### src/rtl/mem_arbiter_if.sv
// Bundle of requester-side and RAM-side signals around mem_arbiter.
// Handshake: iREN/dREN/dWEN are levels held until the matching hit/err pulse; the pulse cycle never grants.
interface mem_arbiter_if #(
  parameter int WORD_W = 32,
  parameter int ADDR_W = 32
);
  logic              iREN;
  logic [ADDR_W-1:0] iaddr;
  logic              dREN;
  logic              dWEN;
  logic [ADDR_W-1:0] daddr;
  logic [WORD_W-1:0] dstore;
  logic [WORD_W-1:0] iload;
  logic [WORD_W-1:0] dload;
  logic              ihit;
  logic              dhit;
  logic              ierr;
  logic              derr;
  logic              ramREN;
  logic              ramWEN;
  logic [ADDR_W-1:0] ramaddr;
  logic [WORD_W-1:0] ramstore;
  logic [WORD_W-1:0] ramload;
  logic [1:0]        ramstate;

  modport slave (
    input  iREN, iaddr, dREN, dWEN, daddr, dstore, ramload, ramstate,
    output iload, dload, ihit, dhit, ierr, derr, ramREN, ramWEN, ramaddr, ramstore
  );

  modport master (
    output iREN, iaddr, dREN, dWEN, daddr, dstore, ramload, ramstate,
    input  iload, dload, ihit, dhit, ierr, derr, ramREN, ramWEN, ramaddr, ramstore
  );
endinterface

### src/rtl/mem_arbiter.sv
// Serializes an instruction-read port and a data read/write port onto one RAM,
// data first, with registered hit/err pulses and bounded retry on RAM ERROR.
module mem_arbiter #(
  parameter int WORD_W    = 32,
  parameter int ADDR_W    = 32,
  parameter int MAX_RETRY = 4
) (
  input  logic         CLK,
  input  logic         RST,
  mem_arbiter_if.slave bus,
  output logic [1:0]   dbg_state_o
);
  typedef enum logic [1:0] {
    IDLE = 2'd0,
    DACC = 2'd1,
    IACC = 2'd2
  } state_e;

  localparam logic [1:0] RAM_ACCESS = 2'd2;
  localparam logic [1:0] RAM_ERROR  = 2'd3;
  localparam logic [3:0] RETRY_LAST = 4'(MAX_RETRY - 1);

  state_e            state_q, state_d;
  logic [3:0]        retry_q, retry_d;
  logic [ADDR_W-1:0] addr_q, addr_d;
  logic [WORD_W-1:0] store_q, store_d;
  logic [WORD_W-1:0] iload_q, iload_d;
  logic [WORD_W-1:0] dload_q, dload_d;
  logic              wr_q, wr_d;
  logic              ihit_q, ihit_d;
  logic              dhit_q, dhit_d;
  logic              ierr_q, ierr_d;
  logic              derr_q, derr_d;
  logic              cooldown;

  // A pulse cycle gives the requester one cycle to drop its level request.
  assign cooldown = ihit_q | dhit_q | ierr_q | derr_q;

  always_comb begin
    state_d = state_q;
    retry_d = retry_q;
    addr_d  = addr_q;
    store_d = store_q;
    wr_d    = wr_q;
    iload_d = iload_q;
    dload_d = dload_q;
    ihit_d  = 1'b0;
    dhit_d  = 1'b0;
    ierr_d  = 1'b0;
    derr_d  = 1'b0;
    case (state_q)
      IDLE: begin
        if (!cooldown) begin
          if (bus.dREN | bus.dWEN) begin
            state_d = DACC;
            addr_d  = bus.daddr;
            store_d = bus.dstore;
            wr_d    = bus.dWEN;
          end else if (bus.iREN) begin
            state_d = IACC;
            addr_d  = bus.iaddr;
            wr_d    = 1'b0;
          end
        end
      end
      DACC, IACC: begin
        if (bus.ramstate == RAM_ACCESS) begin
          state_d = IDLE;
          retry_d = '0;
          if (state_q == IACC) begin
            iload_d = bus.ramload;
            ihit_d  = 1'b1;
          end else begin
            if (!wr_q) dload_d = bus.ramload;
            dhit_d = 1'b1;
          end
        end else if (bus.ramstate == RAM_ERROR) begin
          if (retry_q == RETRY_LAST) begin
            state_d = IDLE;
            retry_d = '0;
            ierr_d  = (state_q == IACC);
            derr_d  = (state_q == DACC);
          end else begin
            retry_d = retry_q + 4'd1;
          end
        end
      end
      default: state_d = IDLE;
    endcase
  end

  always_ff @(posedge CLK) begin
    if (RST) begin
      state_q <= IDLE;
      retry_q <= '0;
      addr_q  <= '0;
      store_q <= '0;
      wr_q    <= 1'b0;
      iload_q <= '0;
      dload_q <= '0;
      ihit_q  <= 1'b0;
      dhit_q  <= 1'b0;
      ierr_q  <= 1'b0;
      derr_q  <= 1'b0;
    end else begin
      state_q <= state_d;
      retry_q <= retry_d;
      addr_q  <= addr_d;
      store_q <= store_d;
      wr_q    <= wr_d;
      iload_q <= iload_d;
      dload_q <= dload_d;
      ihit_q  <= ihit_d;
      dhit_q  <= dhit_d;
      ierr_q  <= ierr_d;
      derr_q  <= derr_d;
    end
  end

  // Enables depend only on state, so both are 0 in IDLE and never high together.
  assign bus.ramREN   = (state_q == IACC) | ((state_q == DACC) & ~wr_q);
  assign bus.ramWEN   = (state_q == DACC) & wr_q;
  assign bus.ramaddr  = addr_q;
  assign bus.ramstore = store_q;
  assign bus.iload    = iload_q;
  assign bus.dload    = dload_q;
  assign bus.ihit     = ihit_q;
  assign bus.dhit     = dhit_q;
  assign bus.ierr     = ierr_q;
  assign bus.derr     = derr_q;
  assign dbg_state_o  = state_q;
endmodule

### src/flat_wrapper.sv
// flat-port wrapper written by rule: the top's interface ports become plain ports
module mem_arbiter_flat 
#(
  parameter int WORD_W    = 32,
  parameter int ADDR_W    = 32,
  parameter int MAX_RETRY = 4
)
  (CLK, RST, dbg_state_o, bus_iREN, bus_iaddr, bus_dREN, bus_dWEN, bus_daddr, bus_dstore, bus_ramload, bus_ramstate, bus_iload, bus_dload, bus_ihit, bus_dhit, bus_ierr, bus_derr, bus_ramREN, bus_ramWEN, bus_ramaddr, bus_ramstore);
  mem_arbiter_if #(.WORD_W(WORD_W), .ADDR_W(ADDR_W)) bus_i ();
  input  logic CLK;
  input  logic RST;
  output logic [1:0] dbg_state_o;
  input wire logic [$bits(bus_i.iREN)-1:0] bus_iREN;
  input wire logic [$bits(bus_i.iaddr)-1:0] bus_iaddr;
  input wire logic [$bits(bus_i.dREN)-1:0] bus_dREN;
  input wire logic [$bits(bus_i.dWEN)-1:0] bus_dWEN;
  input wire logic [$bits(bus_i.daddr)-1:0] bus_daddr;
  input wire logic [$bits(bus_i.dstore)-1:0] bus_dstore;
  input wire logic [$bits(bus_i.ramload)-1:0] bus_ramload;
  input wire logic [$bits(bus_i.ramstate)-1:0] bus_ramstate;
  output wire logic [$bits(bus_i.iload)-1:0] bus_iload;
  output wire logic [$bits(bus_i.dload)-1:0] bus_dload;
  output wire logic [$bits(bus_i.ihit)-1:0] bus_ihit;
  output wire logic [$bits(bus_i.dhit)-1:0] bus_dhit;
  output wire logic [$bits(bus_i.ierr)-1:0] bus_ierr;
  output wire logic [$bits(bus_i.derr)-1:0] bus_derr;
  output wire logic [$bits(bus_i.ramREN)-1:0] bus_ramREN;
  output wire logic [$bits(bus_i.ramWEN)-1:0] bus_ramWEN;
  output wire logic [$bits(bus_i.ramaddr)-1:0] bus_ramaddr;
  output wire logic [$bits(bus_i.ramstore)-1:0] bus_ramstore;
  assign bus_i.iREN = bus_iREN;
  assign bus_i.iaddr = bus_iaddr;
  assign bus_i.dREN = bus_dREN;
  assign bus_i.dWEN = bus_dWEN;
  assign bus_i.daddr = bus_daddr;
  assign bus_i.dstore = bus_dstore;
  assign bus_i.ramload = bus_ramload;
  assign bus_i.ramstate = bus_ramstate;
  assign bus_iload = bus_i.iload;
  assign bus_dload = bus_i.dload;
  assign bus_ihit = bus_i.ihit;
  assign bus_dhit = bus_i.dhit;
  assign bus_ierr = bus_i.ierr;
  assign bus_derr = bus_i.derr;
  assign bus_ramREN = bus_i.ramREN;
  assign bus_ramWEN = bus_i.ramWEN;
  assign bus_ramaddr = bus_i.ramaddr;
  assign bus_ramstore = bus_i.ramstore;
  mem_arbiter #(.WORD_W(WORD_W), .ADDR_W(ADDR_W), .MAX_RETRY(MAX_RETRY)) u_core (.CLK(CLK), .RST(RST), .bus(bus_i), .dbg_state_o(dbg_state_o));
endmodule
### config.mk
export PLATFORM = sky130hd
export DESIGN_NAME = mem_arbiter_flat
export DESIGN_NICKNAME = d
export VERILOG_FILES = /design/src/rtl/mem_arbiter_if.sv /design/src/rtl/mem_arbiter.sv /design/src/flat_wrapper.sv
export SDC_FILE = /design/constraint.sdc
export NUM_CORES = 1
export LEC_CHECK = 0
export ABC_CLOCK_PERIOD_IN_PS = 1500
export CAP_MARGIN = 10
export CELL_PAD_IN_SITES_DETAIL_PLACEMENT = 0
export CELL_PAD_IN_SITES_GLOBAL_PLACEMENT = 1
export CORE_UTILIZATION = 25
export DETAILED_ROUTE_END_ITERATION = 10
export GPL_ROUTABILITY_DRIVEN = 0
export PLACE_DENSITY = 0.75
export SLEW_MARGIN = 20
export SYNTH_ARGS = -nofsm -noshare
export SYNTH_HDL_FRONTEND = slang
export SYNTH_SLANG_ARGS = --single-unit
### constraint.sdc
create_clock -name CLK -period 1.5 [get_ports CLK]
set_input_delay 0.3 -clock CLK [delete_from_list [all_inputs] [get_ports CLK]]
set_output_delay 0.3 -clock CLK [all_outputs]
set_load 0.05 [all_outputs]
# Word level (Yosys, flattened, before mapping)
# Cells that the tools add are included.
[totals]
regBits = 139
latch_bits = 0
ram_bits = 0
mem_bits_ro = 0
inputBits = 135
out_inout_bits = 136
word_cells = 63
mem_count = 0
[op_classes]
n_addsub = 1
multipliers = 0
n_div = 0
n_lt_le_gt_ge = 0
n_eq_ne = 9
shifts = 0
muxes = 16
bitwise = 14
n_reduce_logical = 12
[op_table]
columns = ["operator", "n"]
rows = [
  ["32-bit two-way mux", 2],
  ["2-bit two-way mux", 6],
  ["4-bit two-way mux", 3],
  ["3-bit AND reduction", 3],
  ["4-bit AND reduction", 2],
  ["1-bit NOT", 7],
  ["2-bit == test (second input constant)", 3],
  ["3-bit by 1-bit != test with 1-bit output (second input constant)", 2],
  ["1-bit OR", 5],
  ["5-bit OR reduction", 1],
  ["4-bit by 1-bit adder with 4-bit output (second input constant)", 1],
  ["4-bit by 2-bit == test with 1-bit output (second input constant)", 1],
  ["1-bit two-way mux", 4],
  ["2-bit one-hot mux with 2 select lines", 1],
  ["2-bit nonzero test", 2],
  ["3-bit by 2-bit != test with 1-bit output (second input constant)", 1],
  ["3-bit OR reduction", 1],
  ["1-bit bitwise AND", 2],
  ["2-bit by 1-bit == test with 1-bit output (second input constant)", 1],
  ["2-bit logical NOT", 1],
  ["2-bit != test (second input constant)", 1],
  ["2-bit AND reduction", 1],
  ["2-bit OR reduction", 1],
]

# Logic depth before layout (Yosys ltp)
# Gate-level depths: netlist of run 1.
[depth]
ltp_word = 5
mapped_depth = 8
depth_no_buf = 6

# Least setup slack after synthesis of run 1
# No wires, ideal clock.
[synth_timing]
kind = "register -> register"
from = "reg u_core.state_q[0] (netlist: u_core.dbg_state_o[0])"
to = "reg u_core.dload_q[10] (netlist: u_core.bus.dload[10])"
setup_time_ps = 71
t_arrival_ps = 1926
t_required_ps = 1429
path_slack_ps = -497
path_stages_with_launch = 8
path_buffers = 1
period_less_slack_ps = 1997
path_cell_list = "dfxtp_1 inv_1 ha_1 nand4bb_1 nor2_1 clkbuf_1 nand2_1 a21oi_1"
[synth_via]
elab_chain_len = 3
word_cells_on_any_way = 5
cone_classes = "eq/ne: 2; bitwise: 1; reduce/logical: 2"
[synth_rtl]
columns = ["item", "line_no", "source"]
rows = [
  ["start, declared", "mem_arbiter.sv:23", "state_e state_q, state_d;"],
  ["start signal, assigned", "mem_arbiter.sv:106", "state_q <= state_d;"],
  ["2-bit by 1-bit == test with 1-bit output or 2-bit == test (tied branches)", "mem_arbiter.sv:51, mem_arbiter.sv:70", ""],
  ["2-bit OR reduction or 1-bit NOT (tied branches)", "-", ""],
  ["4-bit AND reduction (no source line) (*)", "-", ""],
  ["end signal, assigned", "mem_arbiter.sv:112", "dload_q <= dload_d;"],
  ["end, declared", "mem_arbiter.sv:28", "logic [WORD_W-1:0] dload_q, dload_d;"],
]
# Every way passes the cells marked *; elsewhere a longest branch is shown, timed or not.
# A chain may end at the register's enable or synchronous reset.

# Worst setup path after layout of run 1
[layout_timing]
from = "reg u_core.ihit_q (netlist: u_core.bus.ihit)"
to = "reg u_core.store_q[19] (netlist: u_core.bus.ramstore[19])"
[layout_via]
elab_chain_len = 5
[layout_rtl]
columns = ["item", "line_no", "source"]
rows = [
  ["start, declared", "mem_arbiter.sv:30", "logic ihit_q, ihit_d;"],
  ["start signal, assigned", "mem_arbiter.sv:113", "ihit_q <= ihit_d;"],
  ["1-bit OR (3 in series)", "mem_arbiter.sv:37", "assign cooldown = ihit_q | dhit_q | ierr_q | derr_q;"],
  ["1-bit NOT (no source line)", "-", ""],
  ["3-bit AND reduction (no source line)", "-", ""],
  ["end signal, assigned", "mem_arbiter.sv:109", "store_q <= store_d;"],
  ["end, declared", "mem_arbiter.sv:26", "logic [WORD_W-1:0] store_q, store_d;"],
]
# Every way passes these cells.

==> results of run 1 <==
## where the power goes
group          switching [mW]  total [mW]  internal (mW)
logic                    2.66        5.49           2.83
clock network            1.73        4.82           3.09
registers               0.436        4.47           4.04
total                    4.83        14.8           9.96
## critical path: stages (launching register included)
cell,delay [ns]
dfxtp_4,0.35
or4_4,0.55
buf_6,0.14
nor3_4,0.11
buf_6,0.16
clkbuf_16,0.18
nand2_1,0.07
a21oi_2,0.10
## layer usage
| metal | track usage, % | wire [um] | up-vias | part of all wire [%] |
|---|---|---|---|---|
| met1 | 21.6 | 8460 | 2740 | 42 |
| met5 | 0 | 0 | - | 0 |
| met4 | 5.82 | 319 | 0 | 1.6 |
| li1 | - | - | 2870 | - |
| met3 | 6.70 | 1610 | 23 | 8.0 |
| met2 | 27.9 | 9750 | 196 | 48 |
## cell families (layout without fill, tap and decap cells)
group | Yosys count | count (layout) | share of synthesized area (%)
AND/OR/NAND/NOR | 293 | 294 | 22.5
adder cells (fa/ha/maj) | 4 | 4 | 0.945
multiplexers | 2 | 2 | 0.401
buffers and inverters | 57 | 379 | 5.17
AO/OA/AOI/OAI | 171 | 171 | 18.5
flip-flops | 139 | 139 | 52.5
## flip-flops by register name (all words and copies together), names as in the netlist
register	count
u_core.bus.dload	32
u_core.bus.iload	32
u_core.bus.ramaddr	32
u_core.bus.ramstore	32
u_core.retry_q	4
u_core.dbg_state_o	2
u_core.bus.derr	1
u_core.bus.dhit	1
u_core.bus.ierr	1
u_core.bus.ihit	1
u_core.wr_q	1
## worst paths after layout
kind,endpoint,slack [ns],startpoint,cells after the start
min reg2reg,u_core.bus.ramstore[22],0.49,u_core.bus.ramstore[22],2
min,u_core.wr_q,0.25,RST,2
max,u_core.bus.ramstore[19],-0.23,u_core.bus.ihit,7
max reg2reg,u_core.bus.ramstore[19],-0.23,u_core.bus.ihit,7
## per-stage QoR
step	cell area [um2]	setup TNS, ns	hold slack [ns]
2_1_floorplan	5420	-10.29	0.369
3_3_place_gp	9960	-39.86	0.476
3_5_place_dp	9960	-40.44	0.483
4_1_cts	10900	-11.52	0.224
5_1_grt	11800	-20.04	0.250
6_report	11800	-12.84	0.251
## Yosys cell counts
library cell	n
ha_1	4
nand2b_1	3
buf_2	6
nand3_1	1
a311oi_1	32
and2_1	1
nor2b_1	1
nor3_1	1
dfxtp_1	139
nor2_2	1
nor4_1	1
inv_1	5
o21ai_0	35
or3_1	2
or4_1	1
nand4bb_1	2
nor2_1	39
a21o_1	1
buf_6	7
nand2_1	227
nand4b_1	1
mux2i_1	1
clkbuf_1	39
or2_2	1
nor3_2	1
nand3b_1	1
or4_4	1
nor3b_1	3
mux2_2	1
a21oi_1	103
and3_1	3
nand4_1	2
## placed cells by master, fill, tap and decap left out, types with 19 or more instances in the layout
cell / count
a21oi_1: 71
a21oi_2: 32
a311oi_1: 20
buf_12: 152
buf_4: 33
clkbuf_16: 23
clkdlybuf4s50_1: 131
dfxtp_1: 133
nand2_1: 188
nand2_2: 20
nand2_4: 19
nor2_4: 22
o21ai_0: 35
## area by class of cell
class,instances,area (um2)
Inverter,5,23.8
Sequential cell,139,2800
Multi-Input combinational cell,471,2930
Clock inverter,14,230
Timing Repair Buffer,342,5010
Clock buffer,18,450
Fill cell,1753,8700
Tap cell,270,338
## what timing repair did
item / in CTS / in global routing
gates cloned: 5 / 5
endpoints found under the setup margin: 67 / 101
hold buffers: 0 / 0
gates resized for setup: 23 / 165
setup buffers: 7 / 15
pin swaps: 6 / 76
==> results.md, run 1 <==
Outcome:
- The flow ran to the end, but the final reports show violations.
- The checks that failed: setup timing.

Yosys:
- Of all cell types, the one taking the most synthesized area is dfxtp_1.
- Synthesis instantiated 32 different standard cells from the library.
- The number of warning messages in the yosys log is 0.
- After synthesis, the largest area contributor takes up 52.5% of total cell area.
- The post-synthesis instance area is 0.00530 mm2.
- The share of the Yosys chip area taken by registers is 52.5%.
- By area the synthesized netlist is led by dfxtp_1 (53%), nand2_1 (16%), a21oi_1 (9.7%).
- The net count after synthesis is a little over 800.
- Averaged over all synthesized cells, the footprint is roughly 8.0 um2.
- The number of register bits inferred by synthesis is 139.
- After technology mapping, the gate count stands at 666.

Routing:
- In the routed layout, each cell is associated on average with a via count of 4.63.
- The first detailed-routing pass took 4 iterations.
- For this block, the routed nets add up to 20100 um of wire.
- For this run, design rule violations remaining after detail routing come to 0.
- The violation count after the first detailed-routing iteration is 259.
- The detail route stage leaves a number of antenna-violating nets equal to 0.
- The total vias in the final route is around 5800.
- Dividing the detail-routed wire length by the instance count gives 16.0 um.

Clock network:
- Clock-pin slew was measured on the worst setup and hold paths at 0.07 ns.
- For the worst-skew pair, the clock arrives at the later sink with an insertion delay of 0.42 ns.
- The number of buffers created by CTS is 17.
- The number of sinks driven by the clock tree is 139.
- The total number of H-tree levels is 4.
- The maximum clock insertion buffer count is 2.
- The clock tree root buffer cell is clkbuf_16.
- TritonCTS built the clock tree.

Die:
- The number of top-level design ports is 271.
- Once the floorplan was initialized, standard cells occupied 25.9% of the core.
- The floorplan die width is 148 um.
- From bottom edge to top edge, the die measures 148 um.
- The die covers 0.0218 mm2.
- The initialized floorplan defines 52 standard-cell rows.
- The placeable core region is 0.0205 mm2.

Setup path:
- STA classifies the critical path endpoint as a register.
- In this run the worst path has a maximum fanout of 16.
- STA classifies the critical path startpoint as a register.
- The class of the most critical setup path is register to register.
- For the worst setup path, the data required time is 1.85 ns.
- For the worst setup path, the data arrival time is about 2.1 ns.

Placed design:
- The number of buffers added on ports is 270.
- After legalization and detailed placement, the total HPWL measured 13000 um.
- Counting tap cells, the placed design contains a total of roughly 1200 instances.
- The placement-stage worst setup slack is -0.474 ns.

STA:
- The routed design could run at a clock period as short as 1.73 ns.
- Setup repair after global routing could not meet its margin everywhere.
- The count of final max-slew check failures is 0.
- Clock skew on the completed layout was measured at 0.0108 ns.
- The setup violation total in the final timing report is around 100.
- The worst slew margin relative to its limit is 77.0%.
- The final worst slack is -0.231 ns.
- At the pin with the least slew margin, the transition time is 0.345 ns.
- The final count of hold timing violations is 0.
- The maximum clock frequency is between 500 and 600 MHz.
- The final cycle utilization of the critical path is 115%.

Finish:
- The share of the core filled with cells in the final layout is 57.5%.
- For this run, the post-layout net count is 1115.
- Relative to the synthesized area, the layout overhead comes to 123%.
- The count of cells in the finished layout, fillers not included, comes to 1259.
- The ratio of cells with drive above 1 in the final layout is 38.4%.
- The number of diodes added for antenna fixing is 0.

Hold path:
- The worst hold path belongs to the class primary input to register.

GRT:
- For this run the aggregate overflow at the end of global routing stands at 0.
- The number of antenna violations at the first check in global routing came to 0.
- In the global route stage, overall resource usage came out at 17.5%.
- The first global-routing pass estimated 29700 um of wire.
- The via count of the first global-routing pass is 5500.
- Entering global routing, the biggest net connects a little over 60 pins.

Power:
- Power comes to 14.8 mW.
- The reported leakage power is about 4.5 nW.
- Across the VDD grid, the largest voltage drop is 0.707 mV.
- The power per cell area is 1250 mW/mm2.

Flow run:
- The tool flagged a number of max-cap violations equal to 0.
Power figures use the tool's default switching activity.
==> run 2, diff against run 1 <==
--- a/config.mk
+++ b/config.mk
@@ -9,11 +9,12 @@
 export CAP_MARGIN = 10
 export CELL_PAD_IN_SITES_DETAIL_PLACEMENT = 0
 export CELL_PAD_IN_SITES_GLOBAL_PLACEMENT = 1
+export CORE_MARGIN = 2
 export CORE_UTILIZATION = 25
 export DETAILED_ROUTE_END_ITERATION = 10
 export GPL_ROUTABILITY_DRIVEN = 0
+export GPL_TIMING_DRIVEN = 1
 export PLACE_DENSITY = 0.75
-export SLEW_MARGIN = 20
 export SYNTH_ARGS = -nofsm -noshare
 export SYNTH_HDL_FRONTEND = slang
 export SYNTH_SLANG_ARGS = --single-unit
==> run 2 against run 1 <==
Effect of this change: the flow still finishes with violations (setup timing); utilization shrank 2.0 points; global-route usage grew 0.79 points; worst setup slack improved by 0.013 ns; routed wire length is 4.2% higher; sequential power barely moved; power fell by 5.0%; hold slack gained 0.0069 ns; fmax rose by 0.78%; via count up 0.33%; largest power group unchanged; highest routed layer is now met5.
==> results.md, run 2 (synthesized netlist as in run 1, its figures left out) <==
Outcome:
- Run status: finished, violations left (unchanged).
- Failing checks: setup timing (unchanged).

Placed design:
- The number of buffers added on ports is 270 (unchanged).
- The placement-stage worst setup slack is -0.648 ns (was -0.474 ns).
- The half-perimeter wire length after detailed placement was 13300 um (was 13000 um).
- The cell count after placement is 1201 (was 1195).

Setup path:
- The data required time at the worst endpoint is 1.20 ns (was 1.85 ns).
- Ordered list of cells on the worst path: inv_4, buf_6, ha_4, a21o_1, buf_12 (was or4_4, buf_6, nor3_4, buf_6, clkbuf_16, nand2_1, a21oi_2).
- The critical path launch point type was a register (unchanged).
- The class of the most critical setup path is register to output pin (was register to register).
- The endpoint class of the critical path is an output pin (was register).
- The largest fanout of any net on the critical path came to 3 (was 16).
- The endpoint arrival time on the critical path is 1.42 ns (was 2.08 ns).
- The worst stage delay on the critical path was 0.38 ns (was 0.55 ns).
- The critical path's slowest cell is dfxtp_4 (was or4_4).

STA:
- The measured slew at the worst slew-check pin is 0.357 ns (was 0.345 ns).
- The final worst slack is -0.218 ns (was -0.231 ns).
- Unrepaired setup endpoints after global routing: true (unchanged).
- The total negative slack is -15.21 ns (was -12.84 ns).
- The count of final max-slew check failures came to 0 (unchanged).
- The final cycle utilization of the critical path came to 115% (about the same).
- The setup violation total in the final timing report is 100 (was 101).
- The worst slew margin relative to its limit is 76.1% (was 77.0%).
- The maximum clock skew at final layout is 0.0142 ns (was 0.0108 ns).
- The final count of hold timing violations is 0 (unchanged).
- The minimum clock period after layout is 1.72 ns (was 1.73 ns).
- The maximum clock frequency came to 582 MHz (was 578 MHz).

Routing:
- The violation count after the first detailed-routing iteration is 172 (was 259).
- The detailed-route wire length is 21000 um (was 20100 um).
- The count of antenna-violating nets left after detailed routing was 0 (unchanged).
- The count of unresolved DRC violations after routing is 0 (unchanged).
- The routed length per placed instance was 16.5 um (was 16.0 um).
- The first-pass iteration count of the detailed router is 4 (unchanged).
- The total vias in the final route is 5848 (was 5829).
- The post-detailed-route via-to-cell ratio came to 4.60 (was 4.63).

Die:
- The number of top-level design ports is 271 (unchanged).
- The starting density of the core is 25.4% (was 25.9%).
- The overall die area is 0.0224 mm2 (was 0.0218 mm2).
- The chip height is 150 um (was 148 um).
- The floorplan die width came to 150 um (was 148 um).
- The number of rows created at floorplan is 53 (was 52).
- The placeable core region is 0.0209 mm2 (was 0.0205 mm2).

Finish:
- The number of diodes added for antenna fixing was 0 (unchanged).
- The leading cell type in the layout, fill and taps excluded is nand2_1 (unchanged).
- The number of filler instances in the final layout is 1850 (was 1753).
- The growth of design area from synthesis to finish is 119% (was 123%).
- The area of combinational cells with multiple inputs came to 0.00278 mm2 (was 0.00293 mm2).
- The share of the core filled with cells in the final layout was 55.6% (was 57.5%).
- The final cell count without fillers came to 1271 (was 1259).
- Most frequent cells in the layout: nand2_1 (194), buf_12 (153), clkdlybuf4s50_1 (133), dfxtp_1 (133), a21oi_1 (88) (was nand2_1 (188), buf_12 (152), dfxtp_1 (133), clkdlybuf4s50_1 (131), a21oi_1 (71)).
- The register area was 0.00280 mm2 (about the same).
- The ratio of cells with drive above 1 in the final layout came to 35.0% (was 38.4%).
- The number of nets in the finished design is 1122 (was 1115).

GRT:
- The residual overflow from global routing is 0 (unchanged).
- The first-pass GRT wire length is 31700 um (was 29700 um).
- The maximum number of pins on one net before global-route repair was 52 (was 61).
- The overall track demand over capacity in global routing is 18.3% (was 17.5%).
- The via count of the first global-routing pass is 5864 (was 5500).
- The number of antenna violations at the first check in global routing is 1 (was 0).

Clock network:
- The total number of H-tree levels is 4 (unchanged).
- The clock transition time at the flip-flop clock pins of the worst setup and hold paths is 0.06 ns (was 0.07 ns).
- The clock latency of the later-clocked register in the worst-skew pair is 0.42 ns (about the same).
- The TritonCTS clock tree is done (unchanged).
- The clock tree root buffer cell is clkbuf_16 (unchanged).
- The number of hold buffers added after cts is 0 (unchanged).
- The maximum clock insertion buffer count was 2 (unchanged).
- The number of buffers created by CTS is 17 (unchanged).
- The number of sinks driven by the clock tree is 139 (unchanged).

Power:
- The total power consumption of the routed design came to 14.1 mW (was 14.8 mW).
- The power per cell area was 1210 mW/mm2 (was 1250 mW/mm2).
- The reported leakage power is 4.42 nW (was 4.49 nW).
- The largest voltage drop on the vdd net is 0.728 mV (was 0.707 mV).

Hold path:
- The worst hold-check path type is primary input to register (unchanged).

Flow run:
- The max-cap violation count is 0 (unchanged).
[run 2: changes by cell type in the layout (fill, tap and decap cells not counted), sizes merged, moves of 2 or more]
| cell | before | now |
|---|---|---|
| bufinv | 5 | 3 |
| clkinv | 5 | 2 |
| dlygate4sd2 | 2 | 0 |
| clkbuf | 23 | 27 |
| buf | 204 | 208 |
| clkdlybuf4s50 | 131 | 133 |
| and3 | 4 | 8 |
[run 2: through the flow]
step                instance area [um2]  hold WS [ns]
CTS                               11200         0.244
floorplan                          5420         0.369
finish                            11600         0.258
detailed placement                 9960         0.483
global placement                   9960         0.479
global route                      11600         0.251
[run 2: worst paths after layout]
kind | from | endpoint | slack (ns) | cells past startpoint
min | RST | u_core.wr_q | 0.26 | 2
max | u_core.dbg_state_o[1] | bus_ramREN | -0.22 | 5
min reg2reg | u_core.bus.iload[6] | u_core.bus.iload[6] | 0.49 | 2
max reg2reg | u_core.bus.ihit | u_core.bus.ramstore[28] | -0.21 | 5
[run 2: routing by layer]
layer	share of wire (%)	routed length [um]	global-route usage, %
met1	42	8740	21.7
met2	48	10000	30.0
met3	8.2	1720	7.04
met4	2.4	495	6.81
met5	0.062	13	0
[run 2: cell type report]
cell class | instances | share of cell area [%]
Clock buffer | 23 | 4.29
Clock inverter | 9 | 1.13
Inverter | 5 | 0.205
Multi-Input combinational cell | 475 | 23.9
Sequential cell | 139 | 24.1
Tap cell | 275 | 2.96
Timing Repair Buffer | 345 | 43.3
[run 2: what timing repair did]
action / 4_1_cts / 5_1_grt
resized for setup: 44 / 93
endpoints found under the setup margin: 94 / 135
cloned: 11 / 4
setup buffers: 18 / 7
pin swaps: 27 / 52
[run 2: critical path: cells and delay by family, from the launching register on]
family                     cells  cell delay (ns)
DFF                            1             0.38
AOI/OAI and AO/OA              1             0.18
adders and majority gates      1             0.15
buffers and inverters          3             0.30
[run 2: power by group]
| part | internal [mW] | switching [mW] |
|---|---|---|
| logic | 2.58 | 2.55 |
| registers | 4.04 | 0.397 |
| clock network | 2.85 | 1.63 |
==> run 3, diff against run 2 <==
--- a/config.mk
+++ b/config.mk
@@ -15,6 +15,8 @@
 export GPL_ROUTABILITY_DRIVEN = 0
 export GPL_TIMING_DRIVEN = 1
 export PLACE_DENSITY = 0.75
+export SKIP_CTS_REPAIR_TIMING = 1
+export SKIP_LAST_GASP = 1
 export SYNTH_ARGS = -nofsm -noshare
 export SYNTH_HDL_FRONTEND = slang
 export SYNTH_SLANG_ARGS = --single-unit
==> run 3 against run 2 <==
Effect of this change: the flow still finishes with violations (setup timing); fmax shrank 0.97%; critical path depth unchanged; utilization shrank 2.8 points; final cell count fell by 1.3%; worst setup slack got worse by 0.017 ns; power shrank 3.1%; highest routed layer is now met4.
==> results.md, run 3 (synthesized netlist as in run 1, its figures left out) <==
Setup path:
- The origin of the critical flop-to-flop path was u_core.bus.ihit (unchanged).
- The largest fanout of any net on the critical path is 3 (unchanged).
- The critical path launch point type is a register (unchanged).
- The class of the most critical setup path is register to output pin (unchanged).
- The data required time at the worst endpoint is 1.20 ns (about the same).
- The worst-case reg-to-reg path depth is 5 (unchanged).
- The reg2reg setup slack is -0.22 ns (was -0.21 ns).
- The endpoint class of the critical path is an output pin (unchanged).
- The endpoint arrival time on the critical path is 1.43 ns (was 1.42 ns).
- The reg-to-reg critical path endpoint is u_core.bus.ramstore[11] (was u_core.bus.ramstore[28]).

STA:
- The maximum clock frequency is 577 MHz (was 582 MHz).
- The final worst slack came to -0.235 ns (was -0.218 ns).
- The worst slew margin relative to its limit came to 76.2% (was 76.1%).
- The setup violation total in the final timing report is 98 (was 100).
- Unrepaired setup endpoints after global routing: true (unchanged).
- The measured slew at the worst slew-check pin is 0.357 ns (about the same).
- The final count of hold timing violations came to 0 (unchanged).
- The final cycle utilization of the critical path is 116% (was 115%).
- The maximum clock skew at final layout is 0.0116 ns (was 0.0142 ns).
- The minimum clock period after layout is 1.73 ns (was 1.72 ns).
- The count of final max-slew check failures is 0 (unchanged).

Die:
- The starting density of the core was 25.4% (unchanged).
- The number of top-level design ports is 271 (unchanged).
- The chip height came to 150 um (unchanged).
- The number of rows created at floorplan is 53 (unchanged).
- The overall die area is 0.0224 mm2 (unchanged).
- The placeable core region is 0.0209 mm2 (unchanged).
- The floorplan die width is 150 um (unchanged).

GRT:
- The residual overflow from global routing came to 0 (unchanged).
- The first-pass GRT wire length is 29100 um (was 31700 um).
- The via count of the first global-routing pass came to 5487 (was 5864).
- The maximum number of pins on one net before global-route repair is 67 (was 52).
- The number of antenna violations at the first check in global routing is 0 (was 1).
- The overall track demand over capacity in global routing is 16.6% (was 18.3%).

Routing:
- The routed length per placed instance is 16.3 um (was 16.5 um).
- The total vias in the final route is 5665 (was 5848).
- The post-detailed-route via-to-cell ratio is 4.51 (was 4.60).
- The count of antenna-violating nets left after detailed routing came to 0 (unchanged).
- The violation count after the first detailed-routing iteration came to 197 (was 172).
- The detailed-route wire length is 20400 um (was 21000 um).
- The count of unresolved DRC violations after routing came to 0 (unchanged).
- The first-pass iteration count of the detailed router is 4 (unchanged).

Power:
- The internal power contribution is 9.21 mW (was 9.47 mW).
- The portion of total power attributed to the clock network is 32.9% (was 31.9%).
- The total power consumption of the routed design is 13.6 mW (was 14.1 mW).
- The power per cell area is 1230 mW/mm2 (was 1210 mW/mm2).
- The largest voltage drop on the vdd net is 0.708 mV (was 0.728 mV).
- The share of total power consumed by net switching is 32.3% (was 32.6%).
- The reported leakage power was 4.19 nW (was 4.42 nW).
- The sequential fraction of design power is 32.3% (was 31.6%).
- The switching power of the nets is 4.40 mW (was 4.58 mW).
- The logic gate share of total power is 34.8% (was 36.5%).

Finish:
- The ratio of cells with drive above 1 in the final layout was 28.6% (was 35.0%).
- The number of filler instances in the final layout is 1899 (was 1850).
- The growth of design area from synthesis to finish is 108% (was 119%).
- The number of diodes added for antenna fixing is 0 (unchanged).
- Most frequent cells in the layout: nand2_1 (217), buf_12 (147), clkdlybuf4s50_1 (133), dfxtp_1 (133), a21oi_1 (91) (was nand2_1 (194), buf_12 (153), clkdlybuf4s50_1 (133), dfxtp_1 (133), a21oi_1 (88)).
- The final standard cell area without fillers came to 0.0110 mm2 (was 0.0116 mm2).
- The leading cell type in the layout, fill and taps excluded was nand2_1 (unchanged).
- The number of nets in the finished design came to 1106 (was 1122).

Placed design:
- The post-placement cell area is 0.00996 mm2 (unchanged).
- The half-perimeter wire length after detailed placement is 13300 um (unchanged).
- The number of buffers added on ports came to 270 (unchanged).

Hold path:
- The worst hold-check path type is primary input to register (unchanged).
- The hold-critical path endpoint is u_core.wr_q (unchanged).
- The hold path depth is 2 (unchanged).
- The beginning of the worst hold path is RST (unchanged).

Clock network:
- The clock latency of the later-clocked register in the worst-skew pair came to 0.41 ns (was 0.42 ns).
- The TritonCTS clock tree is done (unchanged).
- The maximum clock insertion buffer count is 2 (unchanged).
- The total number of H-tree levels came to 4 (unchanged).
- The number of buffers created by CTS is 17 (unchanged).
- The number of sinks driven by the clock tree is 139 (unchanged).
- The clock tree root buffer cell is clkbuf_16 (unchanged).
- The clock transition time at the flip-flop clock pins of the worst setup and hold paths is 0.06 ns (about the same).

Outcome:
- Run status: finished, violations left (unchanged).
- Failing checks: setup timing (unchanged).

Flow run:
- The max-cap violation count came to 0 (unchanged).
[run 3: metal layers]
layer / GRT usage (%) / vias to the layer above / wire, um
met5: 0 / - / 0
met4: 5.95 / 0 / 432
met3: 6.89 / 22 / 1690
met2: 26.8 / 192 / 9640
met1: 19.8 / 2591 / 8680
li1: - / 2860 / -
[run 3: cell type report]
| type | count | area [um2] | share of cell area (%) |
|---|---|---|---|
| timing repair buffer | 326 | 4710 | 42.7 |
| sequential | 139 | 2800 | 25.4 |
| multi-input combinational | 478 | 2530 | 22.9 |
| clock buffer | 23 | 498 | 4.51 |
| tap | 275 | 344 | 3.12 |
| clock inverter | 9 | 131 | 1.19 |
| inverter | 5 | 23.8 | 0.215 |
[run 3: critical path, cell delays in order (launching register included)]
cell	delay, ns
dfxtp_4	0.38
inv_4	0.03
buf_4	0.13
ha_4	0.16
a21o_1	0.18
buf_12	0.15
[run 3: worst max-delay path by stage]
stage / start / to
2_1_floorplan: u_core.bus.ihit / u_core.bus.ramstore[10]
3_3_place_gp: bus_dWEN / u_core.wr_q
3_5_place_dp: bus_dWEN / u_core.bus.ramaddr[17]
4_1_cts: u_core.bus.dhit / u_core.bus.ramaddr[17]
5_1_grt: u_core.dbg_state_o[1] / u_core.bus.dload[23]
6_report: u_core.dbg_state_o[1] / bus_ramREN
[run 3: power by group through the flow]
stage	Combinational [mW]	Sequential, mW	Clock (mW)
2_1_floorplan	1.07	5.45	0
5_1_grt	5.01	4.44	4.76
6_report	4.74	4.40	4.47
3_5_place_dp	4.33	4.48	0
4_1_cts	4.34	4.40	4.59
3_3_place_gp	4.31	4.47	0
[run 3: per-stage QoR]
step	utilization (%)	setup TNS [ns]	hold slack (ns)	std cells	setup WS, ns
after floorplan	-	-10.29	0.369	666	-0.265
after global placement	47.7	-47.28	0.479	1201	-0.557
after detailed placement	47.7	-51.32	0.483	1201	-0.648
after CTS	50.7	-22.46	0.244	1233	-0.473
after global routing	52.8	-22.17	0.250	1255	-0.294
final	52.8	-14.78	0.256	1255	-0.235
